## config.mk

```make
export PLATFORM = sky130hd
export DESIGN_NAME = score_display_ctrl
export DESIGN_NICKNAME = d
export VERILOG_FILES = /design/src/rtl/score_pkg.sv /design/src/rtl/score_bcd_digit.sv /design/src/rtl/score_display_ctrl.sv
export SDC_FILE = /design/constraint.sdc
export NUM_CORES = 1
export LEC_CHECK = 0
export BUFFER_PORTS_ARGS = -buffer_cell sky130_fd_sc_hd__buf_2
export CAP_MARGIN = 20
export CORE_MARGIN = 2
export CORE_UTILIZATION = 54
export CTS_CLUSTER_SIZE = 16
export DETAILED_ROUTE_END_ITERATION = 16
export GPL_TIMING_DRIVEN = 0
export PLACE_DENSITY_LB_ADDON = 0.1
export SYNTH_ARGS = -nofsm -noshare
export SYNTH_HDL_FRONTEND = slang
export SYNTH_SLANG_ARGS = --single-unit
export TNS_END_PERCENT = 50
```

## constraint.sdc

```tcl
create_clock -name clk -period 5.9 [get_ports clk]
set_input_delay 1.18 -clock clk [delete_from_list [all_inputs] [get_ports clk]]
set_output_delay 1.18 -clock clk [all_outputs]
set_load 0.05 [all_outputs]
```

## src/rtl/score_pkg.sv

```systemverilog
// Shared types and helpers for the score display: accumulator states,
// BCD limits and digit-slot placement.
package score_pkg;

    typedef enum logic [0:0] {
        IDLE  = 1'b0,
        CARRY = 1'b1
    } acc_state_t;

    localparam logic [3:0] BCD_NINE = 4'd9;

    // Left pixel column of a digit slot; slot 0 is the leftmost (MSD) position.
    function automatic int slot_x(input int slot, input int x0, input int glyph_w, input int gap);
        return x0 + slot * (glyph_w + gap);
    endfunction

endpackage

```

## src/rtl/score_bcd_digit.sv

```systemverilog
// One BCD digit register. Add and increment share one adder; carry is
// combinational so the accumulator FSM can decide its next step in the same clock.
module score_bcd_digit
    import score_pkg::*;
(
    input  logic       clk,
    input  logic       reset,
    input  logic       clear,
    input  logic       set9,
    input  logic       add_en,
    input  logic       inc,
    input  logic [3:0] add_val,
    output logic [3:0] digit,
    output logic       carry
);

    logic [3:0] operand;
    logic [4:0] sum;
    logic [4:0] wrapped;

    always_comb begin
        operand = add_en ? add_val : {3'b000, inc};
        sum     = {1'b0, digit} + {1'b0, operand};
        wrapped = sum - 5'd10;
        carry   = (sum > 5'd9);
    end

    always_ff @(posedge clk) begin
        if (!reset) begin
            digit <= 4'd0;
        end else if (clear) begin
            digit <= 4'd0;
        end else if (set9) begin
            digit <= BCD_NINE;
        end else if (add_en || inc) begin
            digit <= carry ? wrapped[3:0] : sum[3:0];
        end
    end

endmodule

```

## src/rtl/score_display_ctrl.sv

```systemverilog
// Saturating BCD score accumulator with a frame-synchronous shadow copy,
// per-digit glyph windows for the score_rom renderers and a merged pixel output.
module score_display_ctrl
    import score_pkg::*;
#(
    parameter int DIGITS    = 4,
    parameter int X0        = 16,
    parameter int Y0        = 8,
    parameter int GLYPH_W   = 16,
    parameter int GLYPH_H   = 16,
    parameter int GAP       = 4,
    parameter int V_VISIBLE = 480,
    parameter int LZ_BLANK  = 1
)
(
    input  logic                  clk,
    input  logic                  reset,
    input  logic [9:0]            hcount,
    input  logic [9:0]            vcount,
    input  logic                  add_pts,
    input  logic [3:0]            pts_val,
    input  logic                  clear_score,
    input  logic [DIGITS-1:0]     pixel_in,
    output logic                  busy,
    output logic                  overflow,
    output logic [4*DIGITS-1:0]   score,
    output logic [4*DIGITS-1:0]   score_val,
    output logic [DIGITS-1:0]     h_enable,
    output logic                  v_enable,
    output logic                  score_pixel
);

    localparam int IDX_W = (DIGITS > 1) ? $clog2(DIGITS) : 1;
    localparam logic [IDX_W-1:0] LAST_IDX = IDX_W'(DIGITS - 1);
    localparam logic [9:0] Y_LO   = 10'(Y0);
    localparam logic [9:0] Y_HI   = 10'(Y0 + GLYPH_H);
    localparam logic [9:0] V_LINE = 10'(V_VISIBLE);

    acc_state_t        state;
    logic [IDX_W-1:0]  idx;
    logic [3:0]        digit_q [DIGITS];
    logic [DIGITS-1:0] carry;
    logic [DIGITS-1:0] inc;
    logic [DIGITS-1:0] add_en;
    logic              accept;
    logic              set9;

    logic              pending;
    logic              frame_end;
    logic              v_row;
    logic [DIGITS-1:0] h_hit;
    logic [DIGITS-1:0] lit;
    logic              nz_seen;
    logic [DIGITS-1:0] h_enable_d1;

    // Only digit 0 takes new points; higher digits only ever see the rippling carry.
    always_comb begin
        accept = add_pts && (pts_val <= BCD_NINE) && (state == IDLE) && !clear_score;
        set9   = (state == CARRY) && carry[idx] && (idx == LAST_IDX) && !clear_score;
        for (int i = 0; i < DIGITS; i++) begin
            inc[i]    = (state == CARRY) && (idx == IDX_W'(i)) && !clear_score;
            add_en[i] = (i == 0) && accept;
        end
    end

    for (genvar g = 0; g < DIGITS; g++) begin : g_digit
        score_bcd_digit u_digit (
            .clk     (clk),
            .reset   (reset),
            .clear   (clear_score),
            .set9    (set9),
            .add_en  (add_en[g]),
            .inc     (inc[g]),
            .add_val (pts_val),
            .digit   (digit_q[g]),
            .carry   (carry[g])
        );
    end

    always_comb begin
        score = '0;
        for (int i = 0; i < DIGITS; i++) begin
            score[4*i +: 4] = digit_q[i];
        end
    end

    always_ff @(posedge clk) begin
        if (!reset) begin
            state    <= IDLE;
            idx      <= '0;
            busy     <= 1'b0;
            overflow <= 1'b0;
        end else if (clear_score) begin
            state    <= IDLE;
            idx      <= '0;
            busy     <= 1'b0;
            overflow <= 1'b0;
        end else begin
            case (state)
                IDLE: begin
                    if (accept && carry[0]) begin
                        state <= CARRY;
                        idx   <= IDX_W'(1);
                        busy  <= 1'b1;
                    end
                end
                CARRY: begin
                    if (carry[idx] && (idx != LAST_IDX)) begin
                        idx <= idx + 1'b1;
                    end else begin
                        state <= IDLE;
                        idx   <= '0;
                        busy  <= 1'b0;
                        if (carry[idx]) begin
                            overflow <= 1'b1;
                        end
                    end
                end
                default: begin
                    state <= IDLE;
                    idx   <= '0;
                    busy  <= 1'b0;
                end
            endcase
        end
    end

    // The frame-end trigger counts as pending in its own clock, so an idle
    // accumulator updates the shadow one clock after line V_VISIBLE begins.
    assign frame_end = (hcount == 10'd0) && (vcount == V_LINE);

    always_ff @(posedge clk) begin
        if (!reset) begin
            pending   <= 1'b0;
            score_val <= '0;
        end else if ((pending || frame_end) && (state == IDLE)) begin
            pending   <= 1'b0;
            score_val <= score;
        end else if (frame_end) begin
            pending   <= 1'b1;
        end
    end

    assign v_row = (vcount >= Y_LO) && (vcount < Y_HI);

    for (genvar g = 0; g < DIGITS; g++) begin : g_window
        localparam int SLOT = DIGITS - 1 - g;
        localparam logic [9:0] H_LO = 10'(slot_x(SLOT, X0, GLYPH_W, GAP));
        localparam logic [9:0] H_HI = 10'(slot_x(SLOT, X0, GLYPH_W, GAP) + GLYPH_W);
        assign h_hit[g] = (hcount >= H_LO) && (hcount < H_HI);
    end

    // Walk from the MSD down: a digit is lit once any digit at or above it is non-zero.
    always_comb begin
        nz_seen = 1'b0;
        lit     = '0;
        for (int i = DIGITS - 1; i >= 0; i--) begin
            nz_seen = nz_seen || (score_val[4*i +: 4] != 4'd0);
            lit[i]  = nz_seen || (i == 0) || (LZ_BLANK == 0);
        end
    end

    always_ff @(posedge clk) begin
        if (!reset) begin
            v_enable    <= 1'b0;
            h_enable    <= '0;
            h_enable_d1 <= '0;
            score_pixel <= 1'b0;
        end else begin
            v_enable    <= v_row;
            h_enable    <= h_hit & lit & {DIGITS{v_row}};
            h_enable_d1 <= h_enable;
            score_pixel <= |(pixel_in & h_enable_d1);
        end
    end

endmodule

```

==> results.py <==
metrics = {
    "status": {
        "status": "complete, no violations",
    },
    "final_layout": {
        "num_antenna_cells": 0,
        "synthToLayoutAreaGrowth_pct": 19.2,
        "instances_no_fill": 487,
        "nets": 473,
        "final_common_cell": "buf_2",
        "drive_gt1_share_pct": 23.5,
        "layout_common_cells": "buf_2, dfxtp_1, a21oi_1",
    },
    "global_routing": {
        "antenna_found_initial": 0,
        "grt_usage_pct": 23.5,
        "grt_pass1_wl_mm": 11.5,
        "grt-ovfl-total": 0,
        "grt_pass1_vias": 2514,
        "grt_max_degree": 16,
    },
    "synth": {
        "synth-adder-area-share_pct": 10.9,
        "synth_nets": 395,
        "synthCells": 338,
        "ys_ff_latch": 48,
        "synth-edff-count": 0,
        "synth-compound-area-share_pct": 18.1,
        "synth_top_area_cell": "dfxtp_1",
        "synthFlopType": "dfxtp_1",
        "synthArstFlopShare_pct": 0,
        "synth_xor_area_share_pct": 4.17,
        "synth_area_mm2": 0.00294,
        "synth.area.top_cells": "dfxtp_1, ha_1, mux2i_1",
        "synth_top_family_by_area": "simple AND/OR/NAND/NOR gates",
        "synth-seq-area-share_pct": 32.7,
        "synth_cell_types": 56,
        "synthMuxAreaShare_pct": 7.02,
        "yosys.area_share.simple_pct": 22.6,
        "avgSynthCellArea_um2": 8.70,
        "ys_warn_count": 0,
        "synth_top_cell_area_share_pct": 32.7,
    },
    "die": {
        "coreArea_mm2": 0.00517,
        "ios": 72,
        "die_w_um": 77.8,
        "initial_core_util_pct": 56.9,
        "fp.dieArea_mm2": 0.00605,
        "die_h_um": 77.8,
        "num_rows": 26,
    },
    "worst_setup_path": {
        "path_delay_family": "compound AO/OA/AOI/OAI gates",
        "cp-startpoint": "clear_score",
        "cp-end-kind": "register",
        "endpoint": "idx[1]",
        "worstSetupPathType": "primary input to register",
        "critPathLaunchType": "primary input",
        "ff2ff_setup_slack_ns": 1.56,
        "cp_num_buf_inv": 3,
        "cpMaxStageDelayCell": "a21oi_1",
        "cp.required_ns": 6.16,
        "timing.rr.end": "idx[1]",
        "reg2reg_depth": 15,
        "slowest_delay_ns": 0.60,
        "crit_chain": "buf_2, nor2_1, and3_1, clkbuf_1, a21oi_1, a21oi_1, ha_1, inv_1, fa_1, ha_1, nor2b_1, a31o_1, o311ai_2, o211ai_1, mux2_4, nor3b_2, a31o_1",
        "worst-path-stages": 17,
        "cp_max_fo": 8,
        "arrival_ns": 5.03,
        "worstReg2RegStart": "idx[0]",
    },
    "timing": {
        "finClkSkew_ns": 0.00583,
        "worstMarginPinSlew_ns": 0.732,
        "slew_headroom_pct": 51.2,
        "fin_tns_setup_ns": 0,
        "period_minus_slack_ns": 4.77,
        "report.final.hold_viol_count": 0,
        "drv_slew": 0,
        "grt_setup_unrepaired": "false",
        "max_freq_ghz": 0.210,
        "setup_viol_count_final": 0,
        "min_period_over_period_pct": 80.9,
    },
    "clocking": {
        "h-tree-depth": 2,
        "post_cts_buffers": 0,
        "ctsHoldBuffers": 0,
        "cts_resized": 0,
        "cts.sink_count": 48,
        "clkTransAtPathRegs_ns": 0.09,
        "insertion_delay_ns": 0.31,
        "clk_path_buf_depth": 2,
        "cts_tree": "yes",
        "numCtsBuffers": 5,
        "cts_root_buf": "clkbuf_8",
    },
    "placement": {
        "gp_congestion": 0.862,
        "dp_hpwl_mm": 5.20,
        "portBuffers": 71,
        "dpl.cell_count": 479,
    },
    "power_and_ir_drop": {
        "power.ir.vdd_worst_uv": 123,
        "leakage_nw": 1.46,
        "p_per_area_mw_per_mm2": 177,
    },
    "route": {
        "wirelength_mm": 6.75,
        "vias_per_cell": 5.53,
        "dr.pass1.iters": 4,
        "post-route-drc-count": 0,
        "dr.first_iter.drc_count": 71,
        "ant_nets": 0,
        "wl_per_cell_um": 13.9,
        "vias": 2695,
    },
    "min_path": {
        "hold_path.class": "register to register",
    },
    "flow_run": {
        "maxCapViolations": 0,
    },
}
==> area by class of cell <==
type,instances,area [um^2]
multi-input combinational,257,1850
timing repair buffer,71,355
clock buffer,6,82.6
fill,446,1670
tap,70,87.6
inverter,20,75.1
buffer,13,60.1
sequential,48,961
clock inverter,2,38.8
==> where the power goes <==
part | total (mW) | internal, mW | leakage, nW | switching [mW]
clock network | 0.254 | 0.139 | 0.0614 | 0.115
registers | 0.325 | 0.324 | 0.387 | 0.000658
logic | 0.0436 | 0.0197 | 1.01 | 0.0239
total | 0.622 | 0.483 | 1.46 | 0.139
==> cells in the mapped netlist, types with 4 or more instances <==
cell type,instances
mux2i_1,18
o2111ai_1,4
and3_1,5
clkbuf_1,7
nor2b_1,22
a21oi_1,30
nor2_1,20
inv_1,20
nand2_1,18
nor3_1,6
a22oi_1,5
nor4b_1,4
ha_1,24
xnor2_1,11
nor4_1,5
dfxtp_1,48
nand2b_1,8
and2_1,11
o21ai_0,16
nand3_1,5
==> through the flow <==
step	instance area (um^2)	hold WS (ns)	worst slack (ns)	total power [mW]	util (%)
finish	3510	0.455	1.13	0.622	67.8
global route	3510	0.476	0.873	0.646	67.8
CTS	3510	0.452	1.15	0.628	67.8
detailed placement	3380	0.439	0.816	0.375	65.4
global placement	3380	0.436	0.906	0.374	65.4
floorplan	2940	0.448	1.46	0.356	-
==> cell families after synthesis <==
logic type | count (synthesis)
xor+xnor | 14
simple gates | 118
fa+ha+maj | 25
mux | 20
compound gates | 80
buf+inv | 33
flops | 48
==> per-layer routing <==
metal | vias up | wire length (um) | track usage [%] | share of wire (%)
li1 | 1361 | - | - | -
met1 | 1260 | 3190 | 30.3 | 47
met2 | 61 | 3110 | 39.1 | 46
met5 | - | 0 | 0 | 0
met3 | 13 | 282 | 3.95 | 4.2
met4 | 0 | 162 | 9.29 | 2.4
==> tightest hold or removal path, cell delays in order (launching register included) <==
cell and delay [ns]:
dfxtp_1 0.32, inv_1 0.05, a21oi_1 0.05
==> registers in the layout (all words and copies together), names as in the netlist, 2 cells and up <==
register,count
score_val,16
h_enable,4
h_enable_d1,4
idx,2
g_digit.u_digit.digit,16
==> worst min-delay path by stage <==
stage | start | endpoint | slack (ns) | cells past startpoint
final | overflow | overflow | 0.45 | 2
after global routing | h_enable[1] | h_enable_d1[1] | 0.48 | 1
after CTS | overflow | overflow | 0.45 | 2
after detailed placement | h_enable[1] | h_enable_d1[1] | 0.44 | 1
after global placement | overflow | overflow | 0.44 | 2
after floorplan | pending | pending | 0.45 | 2
Note: power is estimated with default switching activity, not from simulation.
